===== src/rtl/lightboard_eth_pkg.sv =====
// lightboard_eth_pkg: shared Ethernet TX framing constants, state encoding and CRC-32 dibit step.
package lightboard_eth_pkg;
  typedef enum logic [2:0] {S_IDLE, S_PREAMBLE, S_SFD, S_HEADER, S_PAYLOAD, S_PAD, S_FCS, S_IFG} state_t;
  localparam int PREAMBLE_DIBITS = 28;
  localparam int SFD_DIBITS = 4;
  localparam int HEADER_DIBITS = 56;
  localparam int MIN_PAYLOAD_DIBITS = 184;
  localparam int FCS_DIBITS = 16;
  localparam logic [1:0] PREAMBLE_DIBIT = 2'b01;
  localparam logic [1:0] SFD_DIBIT = 2'b01;
  localparam logic [1:0] SFD_LAST_DIBIT = 2'b11;
  // Bit-reversed form of 0x04C11DB7, shifted right for LSb-first data
  localparam logic [31:0] CRC_POLY = 32'hEDB8_8320;
  localparam logic [31:0] CRC_INIT = 32'hFFFF_FFFF;
  function automatic logic [31:0] crc_step(input logic [31:0] c, input logic [1:0] d);
    logic [31:0] n;
    n = c;
    for (int i = 0; i < 2; i++) n = (n[0] ^ d[i]) ? (n >> 1) ^ CRC_POLY : n >> 1;
    return n;
  endfunction
endpackage


===== src/rtl/crc32_dibit.sv =====
// crc32_dibit: IEEE 802.3 CRC-32 absorbing one dibit (bit 0 first) per enabled cycle; output is complemented.
module crc32_dibit
  import lightboard_eth_pkg::*;
(
  input  logic        clk,
  input  logic        rst,
  input  logic        clear,
  input  logic        en,
  input  logic [1:0]  d,
  output logic [31:0] crc
);
  logic [31:0] r;
  always_ff @(posedge clk or negedge rst) begin
    if (!rst) r <= CRC_INIT;
    else if (clear) r <= CRC_INIT;
    else if (en) r <= crc_step(r, d);
  end
  assign crc = ~r;
endmodule


===== src/rtl/eth_frame_tx.sv =====
// eth_frame_tx: RMII dibit frame transmitter: preamble, SFD, header, payload, pad, FCS, inter-frame gap.
// Define ETH_FCS_EN to compile in the CRC-32 unit and FCS state; otherwise frames end after pad.
module eth_frame_tx
  import lightboard_eth_pkg::*;
#(
  parameter logic [47:0] DEST_MAC = 48'hFF_FF_FF_FF_FF_FF,
  parameter logic [47:0] SRC_MAC = 48'h00_00_00_00_00_01,
  parameter logic [15:0] ETHERTYPE = 16'h88B5,
  parameter int PAYLOAD_MAX_DIBITS = 1292,
  parameter int IFG_DIBITS = 48
) (
  input  logic       clk,
  input  logic       rst,
  input  logic       enable,
  input  logic       axiiv,
  input  logic [1:0] axiid,
  output logic       stall,
  output logic       axiov,
  output logic [1:0] axiod
);
  localparam logic [111:0] HDR = {DEST_MAC, SRC_MAC, ETHERTYPE};
  localparam logic [15:0] PMAX = 16'(PAYLOAD_MAX_DIBITS);
  localparam logic [15:0] PMIN = 16'(MIN_PAYLOAD_DIBITS);
`ifdef ETH_FCS_EN
  localparam state_t POST = S_FCS;
`else
  localparam state_t POST = S_IFG;
`endif
  state_t state, cur, nxt;
  logic [15:0] cnt, len;
  logic rdy, ov;
  logic [1:0] dout;
  logic [6:0] hidx;
`ifdef ETH_FCS_EN
  logic [31:0] crc;
  crc32_dibit u_crc (
    .clk(clk), .rst(rst), .clear(cur == S_IDLE),
    .en(cur inside {S_HEADER, S_PAYLOAD, S_PAD}), .d(dout), .crc(crc)
  );
`endif
  // A payload slot without valid data is already the first slot of whatever follows, so the wire never idles
  always_comb begin
    cur = (state == S_PAYLOAD && !axiiv) ? (len >= PMIN ? POST : S_PAD) : state;
    hidx = 7'd104 - {cnt[5:2], 3'b000} + {4'b0000, cnt[1:0], 1'b0};
    nxt = cur;
    ov = 1'b1;
    dout = 2'b00;
    case (cur)
      S_IDLE: begin
        ov = 1'b0;
        if (enable) nxt = rdy ? S_PREAMBLE : S_IFG;
      end
      S_PREAMBLE: begin
        dout = PREAMBLE_DIBIT;
        if (cnt == 16'(PREAMBLE_DIBITS - 1)) nxt = S_SFD;
      end
      S_SFD: begin
        dout = (cnt == 16'(SFD_DIBITS - 1)) ? SFD_LAST_DIBIT : SFD_DIBIT;
        if (cnt == 16'(SFD_DIBITS - 1)) nxt = S_HEADER;
      end
      S_HEADER: begin
        dout = HDR[hidx +: 2];
        if (cnt == 16'(HEADER_DIBITS - 1)) nxt = S_PAYLOAD;
      end
      S_PAYLOAD: begin
        dout = axiid;
        if (len == PMAX - 16'd1) nxt = (len + 16'd1 >= PMIN) ? POST : S_PAD;
      end
      S_PAD: if (len >= PMIN - 16'd1) nxt = POST;
`ifdef ETH_FCS_EN
      S_FCS: begin
        dout = crc[{cnt[3:0], 1'b0} +: 2];
        if (cnt == 16'(FCS_DIBITS - 1)) nxt = S_IFG;
      end
`endif
      S_IFG: begin
        ov = 1'b0;
        if (cnt == 16'(IFG_DIBITS - 1)) nxt = S_IDLE;
      end
      default: ;
    endcase
  end
  // rdy stays low after reset so the first frame is always preceded by a full gap
  always_ff @(posedge clk or negedge rst) begin
    if (!rst) begin
      state <= S_IDLE;
      cnt <= '0;
      len <= '0;
      rdy <= 1'b0;
      stall <= 1'b1;
      axiov <= 1'b0;
      axiod <= 2'b00;
    end else begin
      state <= nxt;
      cnt <= (nxt != cur || cur inside {S_IDLE, S_PAYLOAD, S_PAD}) ? '0 : cnt + 16'd1;
      len <= (cur inside {S_PAYLOAD, S_PAD}) ? len + 16'd1 : '0;
      rdy <= rdy | (cur == S_IFG && nxt == S_IDLE);
      stall <= !((cur == S_HEADER && cnt >= 16'(HEADER_DIBITS - 2)) || (cur == S_PAYLOAD && len != PMAX - 16'd1));
      axiov <= ov;
      axiod <= dout;
    end
  end
endmodule


===== config.mk =====
export PLATFORM = sky130hd
export DESIGN_NAME = eth_frame_tx
export DESIGN_NICKNAME = d
export VERILOG_FILES = /design/src/rtl/lightboard_eth_pkg.sv /design/src/rtl/crc32_dibit.sv /design/src/rtl/eth_frame_tx.sv
export SDC_FILE = /design/constraint.sdc
export NUM_CORES = 1
export LEC_CHECK = 0
export ABC_AREA = 1
export CAP_MARGIN = 20
export CORE_MARGIN = 10
export CORE_UTILIZATION = 60
export DETAILED_ROUTE_END_ITERATION = 7
export MAX_ROUTING_LAYER = met4
export PLACE_DENSITY = 0.78
export SETUP_SLACK_MARGIN = 0.02
export SYNTH_ARGS = -nofsm -noshare
export SYNTH_HDL_FRONTEND = slang
export SYNTH_SLANG_ARGS = --single-unit

===== constraint.sdc =====
create_clock -name clk -period 2.15 [get_ports clk]
set_input_delay 0.43 -clock clk [delete_from_list [all_inputs] [get_ports clk]]
set_output_delay 0.43 -clock clk [all_outputs]
set_load 0.01 [all_outputs]

==> out/qor.csv <==
stage,metric,value,unit
detailed_routing,initial drt markers,186,
clock_network,CTS root buf,clkbuf_8,
sta,Final WS setup,0.120,ns
sta,fin crit share,94.4,%
floorplan,Initial Util,61.9,%
clock_network,Worst-Skew Late Latency,0.29,ns
floorplan,FP Rows,23,
clock_network,CTS Buffer Depth,2,
detailed_routing,DR WL met3,157,um
min_path,Worst Hold Class,input port to asynchronous set/reset pin,
logic_synthesis,Avg Inst Size Synth,8.23,um^2
placement,Inst Count DP,370,
job,max-cap check violation count,0,
logic_synthesis,Syn Inst Count,301,
floorplan,Ports,10,
pwr,net switching power,312,uW
sta,final hold violations,0,
clock_network,Inserted Clock Buffers,5,
setup_path,arrival time worst endpoint,2.21,ns
global_routing,vias in the first global route,2041,
pwr,Lkg Pwr,1.22,nW
floorplan,core area,4000,um^2
global_routing,GRT Total Usage,15.2,%
logic_synthesis,#FFs+latches synth,40,
detailed_routing,Met2 Routed Length,2.52,mm
sta,worst rel slew slack,66.5,%
detailed_routing,routed via count,2009,
outcome,status,finished clean,
detailed_routing,WL final,5.03,mm
logic_synthesis,Synth async-reset ratio,100,%
sta,Clock Skew,0.00974,ns
pwr,Clk pwr share,45.0,%
clock_network,Clock Sink Count,40,
global_routing,largest net degree at the start of global routing,41,
logic_synthesis,syn_nets,312,
finish,Area Overhead vs Synth,16.3,%
setup_path,CP Class,input port to register,
sta,hold slack,0.172,ns
sta,Fmax,493,MHz
sta,RSZ-0062 raised after global routing,no,
setup_path,Setup crit end kind,register,
logic_synthesis,Yosys cell types,38,
finish,ratio of cells with drive above 1 in the final layout,20.4,%
logic_synthesis,Synth Cell Area,2480,um^2
pwr,Pwr Total,1.50,mW
clock_network,CTS H-tree depth,2,
floorplan,total die area,7100,um^2
detailed_routing,Wirelength per Cell,13.3,um
sta,Fin Setup TNS,0,ns
clock_network,CTS tree,done,
placement,Placement Cell Area,2720,um^2
clock_network,cts hold-fix bufs,0,
pwr,Peak VDD IR,0.000455,V
placement,GPL Wtd Cong,0.875,
detailed_routing,ANT nets after route,0,
global_routing,grt total ovfl,0,
clock_network,Worst-path clk slew,0.08,ns
setup_path,CP required,2.33,ns
sta,minimum clock period,2.03,ns
finish,Final Instance Count excl. Fillers,379,
global_routing,initial antenna violation count,0,
sta,Tightest Pin Transition,0.502,ns
sta,final setup fails,0,
setup_path,Crit Path Max Fanout,11,
detailed_routing,met1 wire length,2.26,mm
finish,Nets,339,
finish,fin area,2880,um^2
global_routing,first-pass GRT wire length,8.98,mm
placement,IO buf count,9,
placement,post-DP HPWL,3.62,mm
placement,Place WS,-0.113,ns
pwr,internal cell power,1.19,mW
detailed_routing,Max Used Layer,met4,
detailed_routing,DRT Pass-1 Iters,4,
detailed_routing,vias per inst,5.30,
logic_synthesis,sequential area share after synthesis,40.5,%
finish,antenna cells,0,
finish,"Core Util, Final",72.0,%
pwr,sequential share of power,50.3,%
detailed_routing,detailed-route DRC error count,0,
logic_synthesis,Post-synth EDFFs,0,
sta,Slew Limit Fails,0,
logic_synthesis,yosys warns,0,
setup_path,CP Launch Type,input port,
pwr,Gate power share,4.7,%
pwr,Switching Fraction,20.8,%
floorplan,die width,84.2,um
floorplan,Die Span Y,84.2,um
pwr,Pwr Density,521,nW/um^2
logic_synthesis,"Primary FF master, synth",dfrtp_1,
## power by group through the flow
| stage | clock network, mW | registers (mW) | logic, mW |
|---|---|---|---|
| final | 0.675 | 0.755 | 0.0704 |
| after global routing | 0.707 | 0.755 | 0.0781 |
| after CTS | 0.680 | 0.755 | 0.0715 |
| after detailed placement | 0 | 0.770 | 0.0703 |
| after global placement | 0 | 0.770 | 0.0688 |
| after floorplan | 0 | 0.770 | 0.0358 |
## path summary, 6_finish.rpt
kind / startpoint / to / slack (ns) / cells past startpoint
hold / removal: rst / len[5] / 0.17 / 2
setup reg to reg: state[0] / cnt[2] / 0.13 / 12
setup / recovery: axiiv / cnt[2] / 0.12 / 15
max in group asynchronous: rst / cnt[1] / 1.59 / 2
min in group clk: len[0] / len[0] / 0.48 / 1
hold reg to reg: len[0] / len[0] / 0.48 / 1
## timing repair
item,in CTS,in global routing
setup buffers,0,1
endpoints found under the setup margin,0,15
resized for setup,0,9
## cell families after synthesis
logic type                 synth area share [%]
xor gates and xnor gates                   7.07
AOI/OAI and AO/OA                          5.41
DFF                                        40.5
adders and majority gates                  2.53
buffers and inverters                      7.88
and+or+nand+nor                            36.6
## layer usage
metal / up-vias / track usage [%]
li1: 1013 / -
met4: 0 / 5.48
met1: 947 / 17.4
met2: 39 / 25.4
met5: - / -
met3: 10 / 3.38
## final cells by class
class | count | area, um^2
Tap cell | 50 | 62.6
Sequential cell | 40 | 1000
Clock inverter | 1 | 30.0
Fill cell | 309 | 1120
Clock buffer | 7 | 96.3
Inverter | 43 | 161
Timing Repair Buffer | 24 | 223
Multi-Input combinational cell | 214 | 1300
## registers in the layout, indices dropped and copies added (netlist names)
signal / flops
stall: 1
rdy: 1
axiov: 1
len: 16
cnt: 16
axiod: 2
state: 3
## cell usage in the layout, fill, tap and decap left out, types with 2 or more instances in the layout
master            n
xnor2_1           9
nor3_1           10
nor2_4           12
nand4_1           7
nor3_2            2
nor2_2            5
nand2_1          46
clkbuf_8          7
clkdlybuf4s50_1   8
buf_12            2
nor2_1           44
nand3_1          28
dfrtp_2           2
a21oi_1           6
o21ai_0           2
o21ai_2           2
ha_1              4
nand2_4           2
buf_4            13
nor4_1            2
inv_1            38
nor3b_1           2
nand3_2           3
xor2_1           11
inv_2             5
dfrtp_1          37
nand2_2           3
## critical path, stage by stage
cell	delay (ns)
clkdlybuf4s50_1	0.47
inv_2	0.06
nand2_4	0.07
nor2_4	0.04
nor2_2	0.17
inv_2	0.08
nand3_2	0.10
nand2_1	0.08
nor2_2	0.14
nand2_1	0.09
nand2_1	0.09
nand2_2	0.06
nand3_4	0.11
buf_12	0.16
nor2_1	0.06
## cells in the mapped netlist (2+ instances only)
| cell | number | area [um^2] |
|---|---|---|
| inv_2 | 3 | 11.3 |
| o21ai_2 | 2 | 17.5 |
| nor3_2 | 2 | 20.0 |
| ha_1 | 5 | 62.6 |
| nor4_1 | 2 | 12.5 |
| o21ai_0 | 2 | 10.0 |
| xnor2_1 | 9 | 78.8 |
| nor2_2 | 3 | 18.8 |
| nand4_1 | 7 | 43.8 |
| nor3b_1 | 3 | 22.5 |
| xor2_1 | 11 | 96.3 |
| nand2_4 | 2 | 22.5 |
| nor2_4 | 12 | 135 |
| inv_1 | 40 | 150 |
| a21oi_1 | 6 | 30.0 |
| nand2_2 | 3 | 18.8 |
| nand3_2 | 3 | 30.0 |
| nand2_1 | 46 | 173 |
| nor2_1 | 46 | 173 |
| dfrtp_1 | 39 | 976 |
| nand3_1 | 28 | 140 |
| buf_2 | 2 | 10.0 |
| nor3_1 | 10 | 50.1 |
Note: power is estimated with default switching activity, not from simulation.
